## config.mk

```make
export PLATFORM = sky130hd
export DESIGN_NAME = trace_buffer
export DESIGN_NICKNAME = d
export VERILOG_FILES = /design/src/rtl/trace_pkg.sv /design/src/rtl/trace_fifo.sv /design/src/rtl/trace_buffer.sv
export SDC_FILE = /design/constraint.sdc
export NUM_CORES = 1
export LEC_CHECK = 0
export ABC_AREA = 1
export CELL_PAD_IN_SITES_DETAIL_PLACEMENT = 1
export CELL_PAD_IN_SITES_GLOBAL_PLACEMENT = 1
export CORE_MARGIN = 2
export CORE_UTILIZATION = 40
export CTS_CLUSTER_SIZE = 25
export DETAILED_ROUTE_END_ITERATION = 7
export GPL_TIMING_DRIVEN = 1
export PLACE_DENSITY = 0.76
export SLEW_MARGIN = 20
export SYNTH_ARGS = -nofsm -noshare
export SYNTH_HDL_FRONTEND = slang
export SYNTH_SLANG_ARGS = --single-unit
```

## constraint.sdc

```tcl
create_clock -name clk -period 17.3 [get_ports clk]
set_input_delay 2.595 -clock clk [delete_from_list [all_inputs] [get_ports clk]]
set_output_delay 2.595 -clock clk [all_outputs]
set_load 0.005 [all_outputs]
```

## src/rtl/trace_pkg.sv

```systemverilog
// Shared types and entry layout for the retire-trace buffer.
// The beat count depends on the TRACE_TIMESTAMP_EN build macro.
package trace_pkg;

  typedef enum logic [1:0] {
    IDLE    = 2'd0,
    ARMED   = 2'd1,
    STOPPED = 2'd2
  } state_t;

  localparam logic [1:0] BEAT_INSTR = 2'd0;
  localparam logic [1:0] BEAT_ALU   = 2'd1;
  localparam logic [1:0] BEAT_BUSW  = 2'd2;

`ifdef TRACE_TIMESTAMP_EN
  localparam logic [1:0] BEAT_TS = 2'd3;
  localparam int         BEATS   = 4;
`else
  localparam int         BEATS   = 3;
`endif

  localparam logic [1:0] LAST_BEAT = 2'(BEATS - 1);
  localparam int         ENTRY_W   = 32 * BEATS;

endpackage

```

## src/rtl/trace_fifo.sv

```systemverilog
// Synchronous FIFO with wrapping pointers and an occupancy count.
// A push while full or a pop while empty is ignored.
module trace_fifo #(
  parameter int WIDTH = 96,
  parameter int DEPTH = 8
) (
  input  logic                     clk,
  input  logic                     rst_n,
  input  logic                     push,
  input  logic                     pop,
  input  logic [WIDTH-1:0]         din,
  output logic                     full,
  output logic                     empty,
  output logic [WIDTH-1:0]         dout,
  output logic [$clog2(DEPTH):0]   level
);

  localparam int AW = $clog2(DEPTH);

  logic [WIDTH-1:0] mem [DEPTH];
  logic [AW-1:0]    wr_ptr;
  logic [AW-1:0]    rd_ptr;
  logic             do_push;
  logic             do_pop;

  // Full/empty come from the pre-edge count, so a same-cycle pop never frees room for a push.
  assign full    = (level == (AW + 1)'(DEPTH));
  assign empty   = (level == '0);
  assign do_push = push && !full;
  assign do_pop  = pop && !empty;
  assign dout    = mem[rd_ptr];

  always_ff @(posedge clk) begin
    if (do_push) mem[wr_ptr] <= din;
  end

  always_ff @(posedge clk or negedge rst_n) begin
    if (!rst_n) begin
      wr_ptr <= '0;
      rd_ptr <= '0;
      level  <= '0;
    end else begin
      if (do_push) wr_ptr <= wr_ptr + AW'(1);
      if (do_pop)  rd_ptr <= rd_ptr + AW'(1);
      case ({do_push, do_pop})
        2'b10:   level <= level + (AW + 1)'(1);
        2'b01:   level <= level - (AW + 1)'(1);
        default: level <= level;
      endcase
    end
  end

endmodule

```

## src/rtl/trace_buffer.sv

```systemverilog
// Retire-trace capture: samples processor outputs into a FIFO and drains them as 32-bit beats.
// Build macro TRACE_TIMESTAMP_EN appends a capture-cycle timestamp beat to each entry.
module trace_buffer
  import trace_pkg::*;
#(
  parameter int          DEPTH     = 8,
  parameter logic [31:0] HALT_WORD = 32'hFFFF_FFFF,
  parameter int          DROP_W    = 8
) (
  input  logic                     clk,
  input  logic                     rst_n,
  input  logic                     arm,
  input  logic [31:0]              instruction,
  input  logic [31:0]              busW,
  input  logic [31:0]              aluresult,
  output logic                     out_valid,
  input  logic                     out_ready,
  output logic [31:0]              out_data,
  output logic                     out_last,
  output logic                     capturing,
  output logic                     stopped,
  output logic                     overflow,
  output logic [DROP_W-1:0]        drop_cnt,
  output logic [$clog2(DEPTH):0]   level
);

  state_t             state;
  state_t             state_nx;
  logic [1:0]         beat;
  logic [ENTRY_W-1:0] entry;
  logic [ENTRY_W-1:0] head;
  logic               fifo_full;
  logic               fifo_empty;
  logic               capture;
  logic               drop;
  logic               accept;
  logic               pop;

  assign capture   = (state == ARMED);
  assign drop      = capture && fifo_full;
  assign out_valid = !fifo_empty;
  assign accept    = out_valid && out_ready;
  assign pop       = accept && (beat == LAST_BEAT);
  assign capturing = (state == ARMED);
  assign stopped   = (state == STOPPED);
  assign out_last  = out_valid && (beat == LAST_BEAT);
  assign out_data  = out_valid ? head[32*beat +: 32] : 32'd0;

`ifdef TRACE_TIMESTAMP_EN
  logic [31:0] timestamp;

  always_ff @(posedge clk or negedge rst_n) begin
    if (!rst_n)       timestamp <= '0;
    else if (arm)     timestamp <= '0;
    else if (capture) timestamp <= timestamp + 32'd1;
  end
`endif

  always_comb begin
    entry = '0;
    entry[32*BEAT_INSTR +: 32] = instruction;
    entry[32*BEAT_ALU   +: 32] = aluresult;
    entry[32*BEAT_BUSW  +: 32] = busW;
`ifdef TRACE_TIMESTAMP_EN
    entry[32*BEAT_TS    +: 32] = timestamp;
`endif
  end

  always_ff @(posedge clk or negedge rst_n) begin
    if (!rst_n) state <= IDLE;
    else        state <= state_nx;
  end

  // A re-arm while capturing takes priority over a halt seen in the same cycle.
  always_comb begin
    state_nx = state;
    case (state)
      IDLE:    if (arm) state_nx = ARMED;
      ARMED:   if (!arm && instruction == HALT_WORD) state_nx = STOPPED;
      STOPPED: if (arm) state_nx = ARMED;
      default: state_nx = IDLE;
    endcase
  end

  always_ff @(posedge clk or negedge rst_n) begin
    if (!rst_n)      beat <= '0;
    else if (accept) beat <= (beat == LAST_BEAT) ? 2'd0 : beat + 2'd1;
  end

  // Arm wins over a drop in the same cycle so the counters always restart at zero.
  always_ff @(posedge clk or negedge rst_n) begin
    if (!rst_n) begin
      overflow <= 1'b0;
      drop_cnt <= '0;
    end else if (arm) begin
      overflow <= 1'b0;
      drop_cnt <= '0;
    end else if (drop) begin
      overflow <= 1'b1;
      if (drop_cnt != '1) drop_cnt <= drop_cnt + DROP_W'(1);
    end
  end

  trace_fifo #(
    .WIDTH(ENTRY_W),
    .DEPTH(DEPTH)
  ) u_fifo (
    .clk   (clk),
    .rst_n (rst_n),
    .push  (capture),
    .pop   (pop),
    .din   (entry),
    .full  (fifo_full),
    .empty (fifo_empty),
    .dout  (head),
    .level (level)
  );

endmodule

```

After elaboration in Yosys (flattened, before gate mapping)
Memories as Yosys holds them, arrays and structs flattened.
Cells that the tools add are included.
{"block": "totals", "register_bits": 23, "mem_bits_rw": 768, "input_bits": 100, "output_inout_bits": 49, "wordCells": 56, "n_memories": 1}
{"block": "op_classes", "addsub": 6, "n_eq_ne": 10, "shift": 1, "mux": 13, "n_reduce_logical": 18}
{"name": "u_fifo.mem", "depth": 8, "width": 96, "read_ports": 1, "rd_ports_with_merged_regs": 0, "wr": 1, "line": "trace_fifo.sv:20", "source": "logic [WIDTH-1:0] mem [DEPTH];"}
{"cell": "$shiftx A96 B8 Y32", "count": 1}
{"cell": "$eq A32 B32 Y1 const B", "count": 1}
{"cell": "$mux W32", "count": 1}
{"cell": "$mux W8", "count": 3}
{"cell": "$add A8 B1 Y8 const B", "count": 1}
{"cell": "$ne A8 B8 Y1 const B", "count": 1}
{"cell": "$pmux W4 S2", "count": 1}
{"cell": "$logic_and A1 B1 Y1", "count": 7}
{"cell": "$add A3 B1 Y3 const B", "count": 2}
{"cell": "$eq A2 B2 Y1 const B", "count": 3}
{"cell": "$mux W2", "count": 3}
{"cell": "$reduce_bool A2 Y1", "count": 3}
{"cell": "$add A4 B1 Y4 const B", "count": 1}
{"cell": "$eq A2 B1 Y1 const B", "count": 2}
{"cell": "$eq A4 B4 Y1 const B", "count": 1}
{"cell": "$logic_not A4 Y1", "count": 1}
{"cell": "$mux W1", "count": 4}
{"cell": "$ne A2 B1 Y1 const B", "count": 2}
{"cell": "$pmux W2 S2", "count": 1}
{"cell": "$reduce_and A2 Y1", "count": 2}
{"cell": "$sub A4 B1 Y4 const B", "count": 1}
{"cell": "$logic_not A1 Y1", "count": 3}
{"cell": "$add A2 B1 Y2 const B", "count": 1}
{"cell": "$logic_not A2 Y1", "count": 1}
{"cell": "$reduce_or A2 Y1", "count": 1}

Depth between registers and ports, before layout
Gate-level depths: netlist (run 1).
{"block": "depth", "depth_word": 7, "ltp_mapped": 14, "mapped_depth_nobuf": 14}

Modules after synthesis
Synthesis (run 1) repeated with hierarchy kept, for this count alone.
{"block": "hier_totals", "cells_unflattened": 3725, "hier_area_um2": 35195.0}
{"mod": "trace_fifo", "instances": 1, "cells_each": 3400, "area_each_um2": 33539.7}
{"mod": "trace_buffer", "instances": 1, "cells_each": 325, "area_each_um2": 1655.3}

Worst setup path after synthesis (run 1)
Ideal clock, no wire load.
{"block": "synth_path", "kind": "register to register", "startpoint": "register state[1]", "endpoint": "memory u_fifo.mem[0][0], enable pin", "setup_time_ns": 0.551, "t_arrival_ns": 5.030, "required_time_ns": 16.749, "setup_slack_ns": 11.719, "stages_incl_launch_ff": 5, "path_buffers": 0, "path_cell_list": "dfrtp_1 -> nor2_2 -> nand2_1 -> or2_2 -> nor2_1"}
{"block": "synth_between", "elab_chain_len": 4}
{"element": "start: declaration", "line": "trace_buffer.sv:27", "source": "state_t state;"}
{"element": "start signal: assignment", "line": "trace_buffer.sv:71", "source": "else state <= state_nx;"}
{"element": "$eq A2 B1 Y1"}
{"element": "named net capturing", "line": "trace_buffer.sv:20", "source": "output logic capturing,"}
{"element": "$logic_and A1 B1 Y1", "line": "trace_fifo.sv:29", "source": "assign do_push = push && !full;"}
{"element": "$mux W1", "line": "trace_fifo.sv:34", "source": "if (do_push) mem[wr_ptr] <= din;"}
{"element": "$mux W1 (implied by the code)", "line": "trace_fifo.sv:34"}
{"element": "end: declaration", "line": "trace_fifo.sv:20"}
The timed path passes the listed nets, and every way through them passes these cells.

Worst setup path in the final report (run 1)
{"block": "layout_path", "startpoint": "register u_fifo.rd_ptr[0]", "endpoint": "output port out_data[27]"}
{"block": "layout_between", "elab_chain_len": 3}
{"element": "start: declaration", "line": "trace_fifo.sv:22", "source": "logic [AW-1:0] rd_ptr;"}
{"element": "start signal: assignment", "line": "trace_fifo.sv:44", "source": "if (do_pop) rd_ptr <= rd_ptr + AW'(1);"}
{"element": "$mem_v2 Z8 W96"}
{"element": "$shiftx A96 B8 Y32", "line": "trace_buffer.sv:47", "source": "assign out_data = out_valid ? head[32*beat +: 32] : 32'd0;"}
{"element": "$mux W32", "line": "trace_buffer.sv:47"}
{"element": "end: declaration", "line": "trace_buffer.sv:18", "source": "output logic [31:0] out_data,"}
No other way between the ends.

==> key figures, run 1 <==
Floorplanning
  – Chip width: 295.1 microns
  – Die area: 0.08711 sq mm
  – Row cnt: 106
  – Top Ports: 149
  – Core area: 0.08382 sq mm
  – Initial Util: 40.45%
  – Die height: 295.1 microns

Power
  – Worst-case vdd ir drop: 0.0001330 V
  – Sw Ratio: 38.93%
  – P_leak: 16.25 nW
  – Seq pwr share: 38.7%
  – Internal Power: 4.459 mW
  – Comb power frac: 36.2%
  – PwrDens: 185.9 mW/mm^2
  – Overall power: 7.300 mW
  – P_sw: 2.842 mW
  – Clk network pwr share: 25.1%

Critical path
  – Crit Reg-Reg Startpoint: state[1]
  – CP arrival: 5.17 ns
  – Setup CP Type: register to output pin
  – Worst-path cell chain: buf_4, buf_12, nand2_1, nand2_1, nand2_1, nand3_1, nand3_1, nand3_1, nand2_1, inv_1, clkdlybuf4s50_1
  – CP max-delay cell: dfrtp_4
  – CP max FO: 192
  – Reg2reg end: u_fifo.mem[5][42]
  – Slowest cell delay on critical path: 1.05 ns
  – Family with the most delay on the worst path: buffers and inverters
  – Worst path most repeated cell: nand2_1
  – CP endpoint kind: output pin
  – Buffers and inverters on the worst path: 4
  – R2R depth: 7
  – CP Launch Type: register
  – Worst endpoint required time: 14.70 ns
  – Reg2Reg Setup Slack: 13.70 ns

Clocking
  – Hold buffers post-CTS: 0
  – # clock sinks: 791
  – Worst-path clk slew: 0.06 ns
  – Clk root buf: clkbuf_16
  – CTS Buf Count: 85
  – Clock buffer depth: 3
  – Post-CTS setup buffer count: 0
  – CTS tree: yes
  – Worst skew pair latency: 0.65 ns
  – CTS resizes: 0
  – CTS H-tree depth: 3

Timing
  – Layout Skew: 0.02217 ns
  – Crit share post-route: 44.88%
  – FMAX: 128.8 MHz
  – Max Slew Vio Count: 0
  – Final min period: 7.764 ns
  – Final setup fails: 0
  – Final hold violation count: 0
  – Setup_tns: 0 ns
  – Max-slew headroom: 26.22%
  – RSZ-0062 raised after global routing: no
  – Worst hold margin: 0.5410 ns
  – Worst Tran Pin Value: 1.107 ns

Yosys
  – Post-Syn Area: 0.03391 sq mm
  – Top-count cell post-synth: nand2_1
  – Net Count, Synth: 3335
  – Seq cells post-synth: 791
  – Synth Area per Inst: 10.50 sq um
  – Commonest cells in the netlist: nand2_1 (1077), edfxtp_1 (768), nand3_1 (558)
  – Gate Count Post-Synth: 3229
  – Synth top area cells: edfxtp_1 (68%), nand2_1 (12%), nand3_1 (8.2%)
  – Ys Warns: 0
  – Synth area leader: edfxtp_1
  – Yosys cell types: 27
  – Post-synthesis sequential area ratio: 69.71%
  – Ys async rst share: 2.908%
  – EDFF count, synth: 768
  – Post-synth top flop: edfxtp_1
  – Top cell type's share of synthesized area: 68.02%

Global routing
  – Vias in the first global route: 25051
  – Global route total overflow: 0
  – Largest net degree at the start of global routing: 193
  – Gr usage total: 23.75%
  – Initial antenna violation count: 6
  – Global-route wire length before repair: 153600 microns

Cells and area
  – Share of layout cells above drive strength 1: 5.255%
  – Fin nets: 3443
  – Layout fillers: 9159
  – Fin util: 46.84%
  – Final instance area: 0.03926 sq mm
  – Syn-to-layout area delta: 15.79%
  – Sequential cell area: 0.02365 sq mm
  – Multi-input logic area: 0.007589 sq mm

Detailed routing
  – Final ANT Viol Nets: 0
  – WL met3: 5670 microns
  – 1st-iter DRT viols: 2014
  – Via Count: 23595
  – Final wirelength: 102800 microns
  – Residual DRC count: 0
  – Met2 WL post-DR: 50510 microns
  – Avg WL per Cell: 22.63 microns
  – Vias per cell: 5.194
  – Wl on met1: 43150 microns
  – DR top layer: met5
  – First drt pass iteration count: 5

Place
  – DP Area: 0.03646 sq mm
  – GP Congestion: 0.7580
  – DP HPWL: 58730 microns
  – Port Buffers: 148

Run status
  – Status: finished clean

Hold path
  – Hold Path Cell Cnt: 1
  – Hold Path End: overflow
  – Hold WC Path Type: register to register
  – Hold path start: overflow

Job
  – MaxCap Viol Count: 0
how the worst max path moves through the flow:
stage | start | to | slack [ns] | cells past startpoint
after global routing | u_fifo.rd_ptr[0] | out_data[25] | 9.30 | 11
after floorplan | state[1] | u_fifo.mem[0][0] | 11.72 | 4
after global placement | u_fifo.rd_ptr[0] | out_data[28] | 10.33 | 11
after detailed placement | u_fifo.rd_ptr[0] | out_data[28] | 10.27 | 11
final | u_fifo.rd_ptr[0] | out_data[27] | 9.54 | 11
after CTS | u_fifo.rd_ptr[0] | out_data[28] | 9.55 | 11
stage by stage:
stage / instances / setup slack (ns)
after floorplan: 3229 / 11.72
after global placement: 4384 / 10.33
after detailed placement: 4384 / 10.27
after CTS: 4540 / 9.555
after global routing: 4543 / 9.301
final: 4543 / 9.536
cells by family after synthesis:
kind of cell | after synthesis | share of synthesized area [%]
AO/OA/AOI/OAI | 50 | 0.9963
XOR/XNOR | 8 | 0.2067
adder cells (fa/ha/maj) | 6 | 0.2214
buffers and inverters | 699 | 8.148
flip-flops | 791 | 69.71
AND/OR/NAND/NOR | 1675 | 20.71
placed cells by master (no fill, tap or decap), types with 2 or more instances in the layout:
cell	count
nand2_1	1077
edfxtp_1	768
nand3_1	558
inv_1	534
clkdlybuf4s50_1	148
clkbuf_16	88
o211ai_1	32
buf_4	30
dfrtp_1	20
clkinv_1	18
clkinv_2	17
clkbuf_1	14
nor2_1	13
nor2_4	11
o21ai_0	9
bufinv_16	9
nand4_1	8
xor2_1	6
ha_1	6
clkinvlp_4	6
o21ai_1	4
diode_2	3
nor3_1	3
inv_6	3
clkinv_8	3
buf_12	3
dfrtp_4	3
or2_2	2
a21oi_1	2
xnor2_1	2
o21a_1	2
clkinv_4	2
state kept, by name, indices dropped and copies added, names as in the netlist:
| signal | flops |
|---|---|
| state | 2 |
| drop_cnt | 8 |
| beat | 2 |
| u_fifo.rd_ptr | 3 |
| u_fifo.level | 4 |
| overflow | 1 |
| u_fifo.mem | 768 |
| u_fifo.wr_ptr | 3 |
layout make-up:
cell class | count | area share, %
timing repair buffer | 181 | 4.500
tap | 1134 | 3.614
antenna | 3 | 0.01912
inverter | 539 | 5.198
clock buffer | 102 | 5.743
sequential | 791 | 60.23
multi-input combinational | 1739 | 19.33
clock inverter | 54 | 1.364
power by group through the flow:
stage	combinational, mW	clock [mW]	sequential, mW
finish	2.64	1.84	2.82
global route	2.89	1.93	2.86
CTS	2.67	1.86	2.82
detailed placement	2.65	0	2.86
global placement	2.58	0	2.83
floorplan	1.58	0	2.81
metal layers:
metal  GRT usage [%]  up-vias
met5               0        -
met4           9.533        4
met3           3.406      173
met2           40.40      701
met1           30.67    11969
li1                -    10748
worst register-to-register path, delay by kind of cell (launching register included):
kind / cells / cell delay (ns)
buf+inv: 3 / 1.77
simple gates: 4 / 1.01
flops: 1 / 0.40
(Power assumes the default switching activity.)
==> run 2, diff against run 1 <==
- clock period: 17.3 -> 7.9 ns (I/O delays scaled with it)
==> key figures, run 2 (synthesis gave the netlist of run 1 again) <==
Run status
  – Status: finished clean

Detailed routing
  – First drt pass iteration count: 6
  – Final ANT Viol Nets: 0
  – 1st-iter DRT viols: 1976
  – Via Count: 23919
  – Vias per cell: 5.259
  – Residual DRC count: 0
  – Final wirelength: 104700 microns
  – Avg WL per Cell: 23.03 microns

Critical path
  – Reg2Reg Setup Slack: 4.09 ns
  – CP endpoint kind: output pin
  – Worst endpoint required time: 6.71 ns
  – R2R depth: 6
  – CP arrival: 4.28 ns
  – CP Launch Type: register
  – CP max FO: 134
  – Setup CP Type: register to output pin

Clocking
  – CTS tree: yes
  – Post-CTS setup buffer count: 0
  – Hold buffers post-CTS: 0
  – Worst skew pair latency: 0.63 ns
  – CTS Buf Count: 85
  – CTS resizes: 0
  – Clk root buf: clkbuf_16
  – # clock sinks: 791
  – CTS H-tree depth: 3
  – Clock buffer depth: 3
  – Worst-path clk slew: 0.06 ns

Timing
  – Worst Tran Pin Value: 1.104 ns
  – Final setup fails: 0
  – FMAX: 182.8 MHz
  – RSZ-0062 raised after global routing: no
  – Layout Skew: 0.02464 ns
  – Worst hold margin: 0.5094 ns
  – Final min period: 5.470 ns
  – Max-slew headroom: 26.25%
  – Setup_tns: 0 ns
  – Crit share post-route: 69.24%
  – Max Slew Vio Count: 0
  – Final hold violation count: 0

Place
  – Port Buffers: 148
  – DP Area: 0.03652 sq mm
  – DP HPWL: 60060 microns
  – Placed Cells: 4386
  – GP Congestion: 0.8003

Floorplanning
  – Chip width: 295.1 microns
  – Die area: 0.08711 sq mm
  – Core area: 0.08382 sq mm
  – Top Ports: 149
  – Initial Util: 40.45%
  – Die height: 295.1 microns
  – Row cnt: 106

Cells and area
  – Fin nets: 3446
  – Fin util: 46.73%
  – Layout fillers: 9182
  – Syn-to-layout area delta: 15.53%
  – Max reg flops: 768
  – Multi-input logic area: 0.007589 sq mm
  – Share of layout cells above drive strength 1: 5.019%
  – Final instance area: 0.03917 sq mm
  – Largest register by flop count: u_fifo.mem
  – Most frequent cells in the layout: nand2_1 (1077), edfxtp_1 (768), nand3_1 (558)
  – Top flop regs: u_fifo.mem (768), drop_cnt (8), u_fifo.level (4)
  – Commonest non-fill, non-tap cell in the layout: nand2_1
  – Sequential cell area: 0.02365 sq mm
  – Finished Layout Cells: 4548

Global routing
  – Gr usage total: 24.06%
  – Vias in the first global route: 25552
  – Global-route wire length before repair: 156000 microns
  – Global route total overflow: 0
  – Largest net degree at the start of global routing: 176
  – Initial antenna violation count: 20

Job
  – MaxCap Viol Count: 0

Hold path
  – Hold WC Path Type: register to register
  – Hold Path Cell Cnt: 1

Power
  – Worst-case vdd ir drop: 0.0002790 V
  – PwrDens: 404.4 mW/mm^2
  – P_leak: 16.22 nW
[run 2: cell count changes in the layout (fill, tap and decap cells not counted), sizes merged]
cell | previous run | this run
buf | 33 | 36
clkbuf | 102 | 109
clkinvlp | 6 | 0
diode | 3 | 7
bufinv | 9 | 4
inv | 538 | 540
[run 2: area by class of cell]
cell class,count,share of cell area [%]
repair buffers,184,4.695
inverters,539,5.210
clock buffers,109,5.848
clock inverters,45,0.8368
well taps,1134,3.622
multi-input cells,1739,19.37
flip-flops and latches,791,60.37
diodes,7,0.04472
[run 2: per-stage QoR]
stage | worst slack [ns] | total power, mW
6_report | 2.430 | 15.84
3_3_place_gp | 3.103 | 11.86
5_1_grt | 2.254 | 16.69
4_1_cts | 2.442 | 15.94
2_1_floorplan | 2.319 | 9.622
3_5_place_dp | 3.136 | 12.06
[run 2: path summary, 6_finish.rpt]
kind                                        from                 to
worst max register to register          state[1]  u_fifo.mem[2][78]
worst min register to register          overflow           overflow
max in group asynchronous                  rst_n   u_fifo.rd_ptr[0]
worst max-delay path            u_fifo.rd_ptr[0]       out_data[10]
worst min-delay path                    overflow           overflow
min in group asynchronous                  rst_n           state[1]
[run 2: per-layer routing]
metal	part of all wire, %	vias to the layer above	global-route usage [%]
met4	3.1	10	8.580
met1	40	12145	29.95
li1	-	10770	-
met3	6.5	186	3.999
met5	0.046	-	0
met2	50	808	42.28
[run 2: critical path, stage by stage (launching register included)]
cell and delay, ns:
dfrtp_4 0.72, inv_8 0.66, buf_12 0.50, nand2_1 0.10, nand2_1 0.09, nand2_1 0.06
nand3_1 0.09, nand3_1 0.28, nand3_1 0.19, nand2_1 0.06, inv_1 0.12, clkdlybuf4s50_1 0.52
[run 2: report_power, final]
| part | switching, mW | internal (mW) |
|---|---|---|
| combinational | 4.18 | 1.69 |
| sequential | 0.389 | 5.76 |
| clock | 1.65 | 2.18 |
| total | 6.22 | 9.62 |
==> run 3, diff against run 2 <==
- clock period: 7.9 -> 5.6 ns (I/O delays scaled with it)
==> key figures, run 3 (synthesis gave the netlist of run 1 again) <==
Global routing
  – Global route total overflow: 0
  – Initial antenna violation count: 8
  – Global-route wire length before repair: 156700 microns
  – Gr usage total: 24.18%
  – Vias in the first global route: 25425
  – Largest net degree at the start of global routing: 186

Detailed routing
  – Final ANT Viol Nets: 0
  – Final wirelength: 104400 microns
  – Via Count: 23892
  – First drt pass iteration count: 6
  – Residual DRC count: 0
  – 1st-iter DRT viols: 2160
  – Avg WL per Cell: 22.91 microns
  – Vias per cell: 5.244

Clocking
  – CTS resizes: 0
  – # clock sinks: 791
  – Post-CTS setup buffer count: 0
  – CTS tree: yes
  – Worst-path clk slew: 0.06 ns
  – CTS H-tree depth: 3
  – Hold buffers post-CTS: 0
  – Clock buffer depth: 3
  – CTS Buf Count: 83
  – Clk root buf: clkbuf_16
  – Worst skew pair latency: 0.64 ns

Cells and area
  – Commonest non-fill, non-tap cell in the layout: nand2_1
  – Largest register by flop count: u_fifo.mem
  – Fin util: 47.01%
  – Layout fillers: 9140
  – Top flop regs: u_fifo.mem (768), drop_cnt (8), u_fifo.level (4)
  – Syn-to-layout area delta: 16.23%
  – Final instance area: 0.03941 sq mm
  – Multi-input logic area: 0.007589 sq mm
  – Fin nets: 3460
  – Share of layout cells above drive strength 1: 5.354%
  – Max reg flops: 768
  – Most frequent cells in the layout: nand2_1 (1077), edfxtp_1 (768), nand3_1 (558)
  – Sequential cell area: 0.02365 sq mm

Timing
  – Final hold violation count: 0
  – Max-slew headroom: 27.12%
  – RSZ-0062 raised after global routing: no
  – Setup_tns: 0 ns
  – Max Slew Vio Count: 0
  – Final min period: 4.729 ns
  – Final setup fails: 0
  – Crit share post-route: 84.45%
  – FMAX: 211.4 MHz
  – Worst Tran Pin Value: 1.091 ns
  – Layout Skew: 0.02589 ns
  – Setup WS post-layout: 0.8707 ns

Critical path
  – CP arrival: 3.89 ns
  – Reg2reg end: u_fifo.mem[0][82]
  – CP Launch Type: register
  – Crit Reg-Reg Startpoint: state[0]
  – Worst endpoint required time: 4.76 ns
  – Setup CP Type: register to output pin
  – CP max FO: 90
  – Reg2Reg Setup Slack: 2.38 ns
  – R2R depth: 6
  – Worst setup startpoint: u_fifo.rd_ptr[0]
  – CP endpoint kind: output pin

Job
  – MaxCap Viol Count: 0

Power
  – P_leak: 16.32 nW
  – Overall power: 22.61 mW
  – Worst-case vdd ir drop: 0.0004121 V
  – PwrDens: 573.6 mW/mm^2

Floorplanning
  – Initial Util: 40.45%
  – Top Ports: 149
  – Die area: 0.08711 sq mm
  – Row cnt: 106
  – Core area: 0.08382 sq mm
  – Chip width: 295.1 microns
  – Die height: 295.1 microns

Run status
  – Status: finished clean

Place
  – Post-Place Worst Slack: 1.548 ns
  – GP Congestion: 0.7678
  – DP Area: 0.03676 sq mm
  – DP HPWL: 61560 microns
  – Port Buffers: 148

Hold path
  – Hold Path End: overflow
  – Hold path start: overflow
  – Hold WC Path Type: register to register
  – Hold Path Cell Cnt: 1
-- run 3: cell types whose count changed in the layout (fill, tap and decap cells not counted), sizes merged --
cell | before | now
buf | 36 | 52
bufinv | 4 | 6
clkinv | 40 | 33
clkinvlp | 0 | 2
diode | 7 | 4
inv | 540 | 538
-- run 3: per-stage QoR --
step,hold slack (ns),instances
after global placement,0.4764,4402
after floorplan,0.4873,3229
after detailed placement,0.4838,4403
final,0.4955,4556
after global routing,0.5224,4552
after CTS,0.4977,4552
-- run 3: where the power goes --
| part | internal, mW | leakage (nW) | switching [mW] | total [mW] |
|---|---|---|---|---|
| Sequential | 8.11 | 7.32 | 0.486 | 8.60 |
| Combinational | 2.52 | 7.72 | 6.05 | 8.57 |
| Clock | 3.12 | 1.28 | 2.32 | 5.44 |
| Total | 13.7 | 16.3 | 8.86 | 22.6 |
-- run 3: critical path, cell delays in order (launching register included) --
cell	delay (ns)
dfrtp_4	0.71
inv_8	0.56
buf_4	0.36
buf_4	0.27
nand2_1	0.08
nand2_1	0.07
nand2_1	0.05
nand3_1	0.12
nand3_1	0.11
nand3_1	0.09
nand2_1	0.14
inv_1	0.12
clkdlybuf4s50_1	0.50
-- run 3: final cells by class --
| class | count | area share, % |
|---|---|---|
| antenna | 4 | 0.02540 |
| clock buffer | 109 | 5.731 |
| clock inverter | 40 | 0.9525 |
| inverter | 539 | 5.178 |
| multi-input combinational | 1739 | 19.26 |
| sequential | 791 | 60.01 |
| tap | 1134 | 3.600 |
| timing repair buffer | 200 | 5.245 |
-- run 3: worst max-delay path by stage --
stage,endpoint,slack [ns]
6_report,out_data[3],0.87
5_1_grt,out_data[15],0.65
4_1_cts,out_data[9],0.83
3_5_place_dp,out_data[12],1.55
3_3_place_gp,out_data[15],1.60
2_1_floorplan,u_fifo.mem[0][0],0.02
-- run 3: routing by layer --
metal  GRT usage, %  wire [microns]
met5              0              23
met4          9.397            3728
met3          3.902            6504
met2          42.09           52450
met1          30.22           41690
